`config.mk`:
```
export PLATFORM = sky130hd
export DESIGN_NAME = key_debouncer
export DESIGN_NICKNAME = d
export VERILOG_FILES = /design/src/rtl/key_debouncer_pkg.sv /design/src/rtl/key_debounce_bit.sv /design/src/rtl/key_debouncer.sv
export SDC_FILE = /design/constraint.sdc
export NUM_CORES = 1
export LEC_CHECK = 0
export BUFFER_PORTS_ARGS = -buffer_cell sky130_fd_sc_hd__buf_2
export CAP_MARGIN = 20
export CORE_AREA = 2 2 97 99
export CTS_CLUSTER_DIAMETER = 200
export CTS_CLUSTER_SIZE = 40
export DETAILED_ROUTE_END_ITERATION = 16
export DIE_AREA = 0 0 99 101
export PLACE_DENSITY_LB_ADDON = 0.12
export SLEW_MARGIN = 0
export SYNTH_ARGS = -nofsm -noshare
export SYNTH_HDL_FRONTEND = slang
export SYNTH_SLANG_ARGS = --single-unit
```
`constraint.sdc`:
```
create_clock -name i_clk -period 2.2 [get_ports i_clk]
set_input_delay 0.33 -clock i_clk [delete_from_list [all_inputs] [get_ports i_clk]]
set_output_delay 0.33 -clock i_clk [all_outputs]
set_load 0.1 [all_outputs]
```
`src/rtl/key_debouncer_pkg.sv`:
```
// -----------------------------------------------------------------------------
// key_debouncer_pkg
// Shared constants for the push-button conditioning logic.
//   CLK_FREQ_HZ          : board clock frequency.
//   DEBOUNCE_CYCLES_20MS : clock cycles in 20 ms at CLK_FREQ_HZ.
//   DEBOUNCE_CNT_W       : counter width able to hold DEBOUNCE_CYCLES_20MS-1.
// -----------------------------------------------------------------------------
package key_debouncer_pkg;

  localparam int unsigned CLK_FREQ_HZ          = 50_000_000;
  localparam int unsigned DEBOUNCE_CYCLES_20MS = 1_000_000;
  localparam int unsigned DEBOUNCE_CNT_W       = 20;

endpackage : key_debouncer_pkg

```
`src/rtl/key_debounce_bit.sv`:
```
// -----------------------------------------------------------------------------
// key_debounce_bit
// One push-button channel: two-flop synchronizer, stability counter and
// press/release pulse generation.
// Ports:
//   i_clk      : system clock
//   i_reset_n  : synchronous, active-low reset
//   i_key_n    : raw button, active-low, asynchronous to i_clk
//   o_down     : debounced level, 1 = held
//   o_press    : one-cycle pulse when a press is accepted
//   o_release  : one-cycle pulse when a release is accepted
// -----------------------------------------------------------------------------
module key_debounce_bit
  import key_debouncer_pkg::*;
#(
  parameter int STABLE_CYCLES = DEBOUNCE_CYCLES_20MS,
  parameter int CNT_W         = DEBOUNCE_CNT_W
) (
  input  logic i_clk,
  input  logic i_reset_n,
  input  logic i_key_n,
  output logic o_down,
  output logic o_press,
  output logic o_release
);

  localparam logic [CNT_W-1:0] LP_LAST = CNT_W'(STABLE_CYCLES - 1);

  logic             r_s1;
  logic             r_s2;
  logic [CNT_W-1:0] r_cnt;
  logic             r_down;
  logic             r_press;
  logic             r_release;

  logic             w_raw;
  logic             w_mismatch;
  logic             w_expire;

  assign w_raw      = ~r_s2;
  assign w_mismatch = (w_raw != r_down);
  // The counter stops at LP_LAST: reaching it on a mismatch flips the level.
  assign w_expire   = w_mismatch && (r_cnt == LP_LAST);

  always_ff @(posedge i_clk) begin
    if (!i_reset_n) begin
      // Sync stages reset to "released" so a held key is re-debounced.
      r_s1      <= 1'b1;
      r_s2      <= 1'b1;
      r_cnt     <= '0;
      r_down    <= 1'b0;
      r_press   <= 1'b0;
      r_release <= 1'b0;
    end else begin
      r_s1      <= i_key_n;
      r_s2      <= r_s1;
      r_press   <= 1'b0;
      r_release <= 1'b0;
      if (!w_mismatch) begin
        r_cnt <= '0;
      end else if (w_expire) begin
        r_cnt     <= '0;
        r_down    <= w_raw;
        r_press   <= w_raw;
        r_release <= ~w_raw;
      end else begin
        r_cnt <= r_cnt + CNT_W'(1);
      end
    end
  end

  assign o_down    = r_down;
  assign o_press   = r_press;
  assign o_release = r_release;

endmodule : key_debounce_bit

```
`src/rtl/key_debouncer.sv`:
```
// -----------------------------------------------------------------------------
// key_debouncer
// Conditions W asynchronous active-low push-buttons into clean active-high
// levels plus one-cycle press/release pulses. Every key is independent.
// Ports:
//   i_clk      : system clock (50 MHz on board)
//   i_reset_n  : synchronous, active-low reset
//   i_key_n    : [W-1:0] raw buttons, active-low, asynchronous
//   o_down     : [W-1:0] debounced level, 1 = key held
//   o_press    : [W-1:0] one-cycle pulse on accepted press
//   o_release  : [W-1:0] one-cycle pulse on accepted release
// -----------------------------------------------------------------------------
module key_debouncer
  import key_debouncer_pkg::*;
#(
  parameter int W             = 2,
  parameter int STABLE_CYCLES = DEBOUNCE_CYCLES_20MS,
  parameter int CNT_W         = DEBOUNCE_CNT_W
) (
  input  logic         i_clk,
  input  logic         i_reset_n,
  input  logic [W-1:0] i_key_n,
  output logic [W-1:0] o_down,
  output logic [W-1:0] o_press,
  output logic [W-1:0] o_release
);

  for (genvar gi = 0; gi < W; gi++) begin : g_key
    key_debounce_bit #(
      .STABLE_CYCLES (STABLE_CYCLES),
      .CNT_W         (CNT_W)
    ) u_bit (
      .i_clk     (i_clk),
      .i_reset_n (i_reset_n),
      .i_key_n   (i_key_n[gi]),
      .o_down    (o_down[gi]),
      .o_press   (o_press[gi]),
      .o_release (o_release[gi])
    );
  end

endmodule : key_debouncer

```
[Word level (Yosys, flattened, before mapping)]
Index checks and enable logic that the tools add are counted.
Storage, ports and cells
  word-level logic and storage cells: 31
  output and inout bits: 6
  flip-flop bits (word level): 50
Operators by class
  $add $sub $neg: 2
  equal/unequal tests: 4
  bitwise operators: 5
  reduce and logical (&&, ||, !) cells: 8
Operators with widths (count)
  $add 20x1->20 const B: 2
  $eq 20x20->1 const B: 2
  $reduce_and 3->1: 2
  $reduce_or 3->1: 2
  $not 1->1: 5
  $reduce_and 2->1: 2
  $logic_and 1x1->1: 2
  $ne 1x1->1: 2

[Depth between registers and ports, before layout]
  depth in word-level cells: 4
  gate-level depth with buffers: 7

[By module]
A second synthesis with hierarchy kept.
Second synthesis, totals
  cells, all modules: 238
  area, all modules: 2189.6 um^2
Modules (own cells, without submodules)
  key_debounce_bit: area an instance 1094.8 um^2, cells an instance 119, sequential area each 500.5 um^2, times used 2

[Least setup slack after synthesis]
Ideal clock, no wire load.
  path type: register -> register
  from: reg g_key[1].u_bit.r_cnt[0]
  to: reg g_key[1].u_bit.r_cnt[18]
  data arrival time: 1686 ps
  stages on the path, launching flop included: 7
  slack: 444 ps
  path buffers: 1
  cells stage by stage: dfxtp_1 > ha_1 > and2_1 > clkbuf_1 > nand4_1 > or4_1 > a21oi_1
Between the ends
  word-level cells in the longest chain between the ends: 3
  elaborated cells on any way between the ends: 4
  classes of those cells: 1 x add/sub; 1 x eq/ne; 2 x reduce/logical
Ends and longest elaborated chain
  start: declaration: RTL line key_debounce_bit.sv:31  | logic [CNT_W-1:0] r_cnt;
  start signal: assignment: RTL line key_debounce_bit.sv:67  | r_cnt <= r_cnt + CNT_W'(1);
  parallel branches: the longest is 3 deep, another holds $add 20x1->20
Parallel ways; which one is timed is not known.
A chain may end at the register's enable or synchronous reset.

[Worst setup path after layout]
  from: reg g_key[1].u_bit.r_cnt[0]
  to: reg g_key[1].u_bit.r_cnt[14]
The elaborated chain is that of the path after synthesis.

==> impl_results.md <==
* Ys Warns at 0
* Input/output buffers at 9
* Synth Area per Inst at 8.87 µm²
* Design area at 2410 µm²
* Dpl ws at 416 ps
* Synth top area cells: dfxtp_1, nor2_1, xnor2_1
* GRT Max-Usage Layer: met1
* Seq cells post-synth at 50
* Clk root buf: clkbuf_8
* RSZ-0062 raised after global routing: no
* Max Freq at 557 MHz
* Max-cap violations at 0
* Fill count at 963
* Min Tclk post-route at 1800 ps
* Layout net count at 259
* Die X at 99 µm
* Drt pass-1 iters at 4
* DP Area at 2330 µm²
* Hold_buf cts at 0
* Met1 GRT Util at 13.1%
* Placer Congestion at 0.716
* Via Count at 1,666
* Clock Tree Buf Depth at 2
* Resized cells post-CTS at 0
* Initial antenna violation count at 0
* Starting Density at 24.3%
* Crit start category: flop
* Core area at 8980 µm²
* Sw Ratio at 20.9%
* Vias in the first global route at 1,564
* Pint at 0.00116 W
* Kind of critical path: reg2reg
* Number of antenna diodes at 0
* Iter 0 DRT Violations at 95
* Area delta synth->final at 10.6%
* Slew Limit Headroom at 67.6%
* Period utilization at 81.6%
* Total track usage at 9.24%
* Sequential power share at 62.3%
* CTS tree: yes
* Synth unique cells at 36
* Met3 usage at 2.84%
* Post-Syn Area at 2180 µm²
* Clock Skews at 5.95 ps
* Syn nets at 252
* Fin. max-slew vios at 0
* Status: complete, no violations
* Most common cell after layout, fill and taps aside: dfxtp_1
* Sequential area share after synthesis at 45.9%
* Post-synth top area cell: dfxtp_1
* Setup tns final at 0 ps
* DRC viols at 0
* Peak fanout along the critical path at 6
* Routed Antenna Nets at 0
* Hold Crit Class: in2reg
* Met2 usage at 13.0%
* Residual overflow from global routing at 0
* Combinational share of power at 1.2%
* Final HPWL DP at 3050 µm
* First-pass GRT wire length at 7410 µm
* Psw at 0.000305 W
* # Post-CTS Setup Buffers at 0
* Cell Rows at 35
* Critical path data arrival time at 2030 ps
* Pwr dens at 606 nW/µm²
* H-tree lvl count at 2
* Worst Tran Pin Value at 490 ps
* Area of the multi-input gates at 1070 µm²
* CTS Buf Count at 5
* Drt total wl at 4370 µm
* Wire length per cell at 12.0 µm
* Final setup slack of the worst path at 405 ps
* Die area at 10000 µm²
* Drt via density at 4.59
* Post-Syn Instances at 246
* Clock transition at the registers of the reported paths at 90 ps
* Area share of the largest cell type after synthesis at 45.9%
* Clock network power share at 36.5%
* Leak pwr at 0.758 nW
* I/O pin total at 10
* Fin. Hold Viols at 0
* WP data required at 2430 ps
* Clock latency on the worst-skew pair at 300 ps
* Layout cells sized above 1 at 11.5%
* Sequential cell area at 1000 µm²
* Largest net degree at the start of global routing at 21
* Final setup violation count at 0
* CP Capture Type: flop
* Clock sink total at 50
* Commonest non-fill, non-tap cells in the layout: dfxtp_1, nor2_1, nand3_1, xnor2_1, a21oi_1
* Max IR drop VDD at 0.000168 V
* Die Y at 101 µm
[power by group through the flow]
stage / combinational (W) / sequential, W / clock [W]
finish: 0.0000181 / 0.000912 / 0.000534
detailed placement: 0.0000186 / 0.000933 / 0
floorplan: 0.0000115 / 0.000932 / 0
global route: 0.0000209 / 0.000913 / 0.000597
global placement: 0.0000187 / 0.000933 / 0
CTS: 0.0000185 / 0.000912 / 0.000576
[kinds of logic (layout without fill, tap and decap cells)]
kind of cell               after synthesis  count (layout)  synth area share (%)
and+or+nand+nor                        120             120                  30.3
xor gates and xnor gates                25              25                  10.0
adders and majority gates                2               2                  1.15
DFF                                     50              50                  45.9
AOI/OAI and AO/OA                       26              26                  7.63
buffers and inverters                   23              29                  5.05
[area by class of cell]
type / instances / share of cell area, %
Timing Repair Buffer: 15 / 3.73
Inverter: 8 / 1.24
Tap cell: 111 / 5.75
Sequential cell: 50 / 41.5
Clock buffer: 6 / 3.42
Multi-Input combinational cell: 173 / 44.4
[registers in the layout, indices dropped and copies added (netlist names)]
name                   flops
g_key.u_bit.r_s2           2
g_key.u_bit.o_down         2
g_key.u_bit.r_cnt         40
g_key.u_bit.o_press        2
g_key.u_bit.r_s1           2
g_key.u_bit.o_release      2
[per-layer routing]
layer	wire, µm	up-vias
met1	2400	772
met4	70	0
met5	0	-
met3	143	6
met2	1760	18
li1	-	870
[worst paths after layout]
check / startpoint / to / slack, ps / depth (start not counted)
worst max-delay path: g_key[1].u_bit.r_cnt[0]$_SDFF_PP0_ / g_key[1].u_bit.r_cnt[14]$_SDFF_PP0_ / 400 / 6
worst min-delay path: i_key_n[1] / g_key[1].u_bit.r_s1$_SDFF_PN1_ / 220 / 2
worst max register to register: g_key[1].u_bit.r_cnt[0]$_SDFF_PP0_ / g_key[1].u_bit.r_cnt[14]$_SDFF_PP0_ / 400 / 6
worst min register to register: g_key[0].u_bit.r_s1$_SDFF_PN1_ / g_key[0].u_bit.r_s2$_SDFF_PN1_ / 410 / 1
[through the flow]
| stage | total power (W) | utilization (%) | hold WS (ps) | std cells |
|---|---|---|---|---|
| floorplan | 0.000943 | - | 386 | 246 |
| global placement | 0.000952 | 26.0 | 401 | 357 |
| detailed placement | 0.000951 | 26.0 | 395 | 357 |
| CTS | 0.00151 | 26.9 | 202 | 363 |
| global route | 0.00153 | 26.9 | 216 | 363 |
| finish | 0.00146 | 26.9 | 215 | 363 |
[Yosys cell counts (all sizes together)]
| cell | instances |
|---|---|
| nor4b | 4 |
| ha | 2 |
| nor4 | 5 |
| and4 | 1 |
| o21ai | 6 |
| nand4 | 11 |
| nand2b | 4 |
| nor2 | 36 |
| or3 | 7 |
| dfxtp | 50 |
| or3b | 1 |
| o221a | 2 |
| a21bo | 1 |
| inv | 8 |
| buf | 7 |
| o221ai | 2 |
| clkbuf | 8 |
| or4 | 3 |
| xnor2 | 15 |
| a21oi | 11 |
| o31ai | 3 |
| nand3 | 15 |
| xor2 | 10 |
| nand4b | 1 |
| o41ai | 1 |
| nand2 | 9 |
| nor3b | 2 |
| and3 | 10 |
| nand3b | 1 |
| nor3 | 4 |
| and2 | 4 |
| or2 | 2 |
[worst max-delay path, cell delays in order (launching register included)]
cell and delay (ps):
dfxtp_1 400, ha_1 230, and2_1 290, nand4_1 180, buf_4 190, or3_1 300, a21oi_1 150
Power figures use the tool's default switching activity.
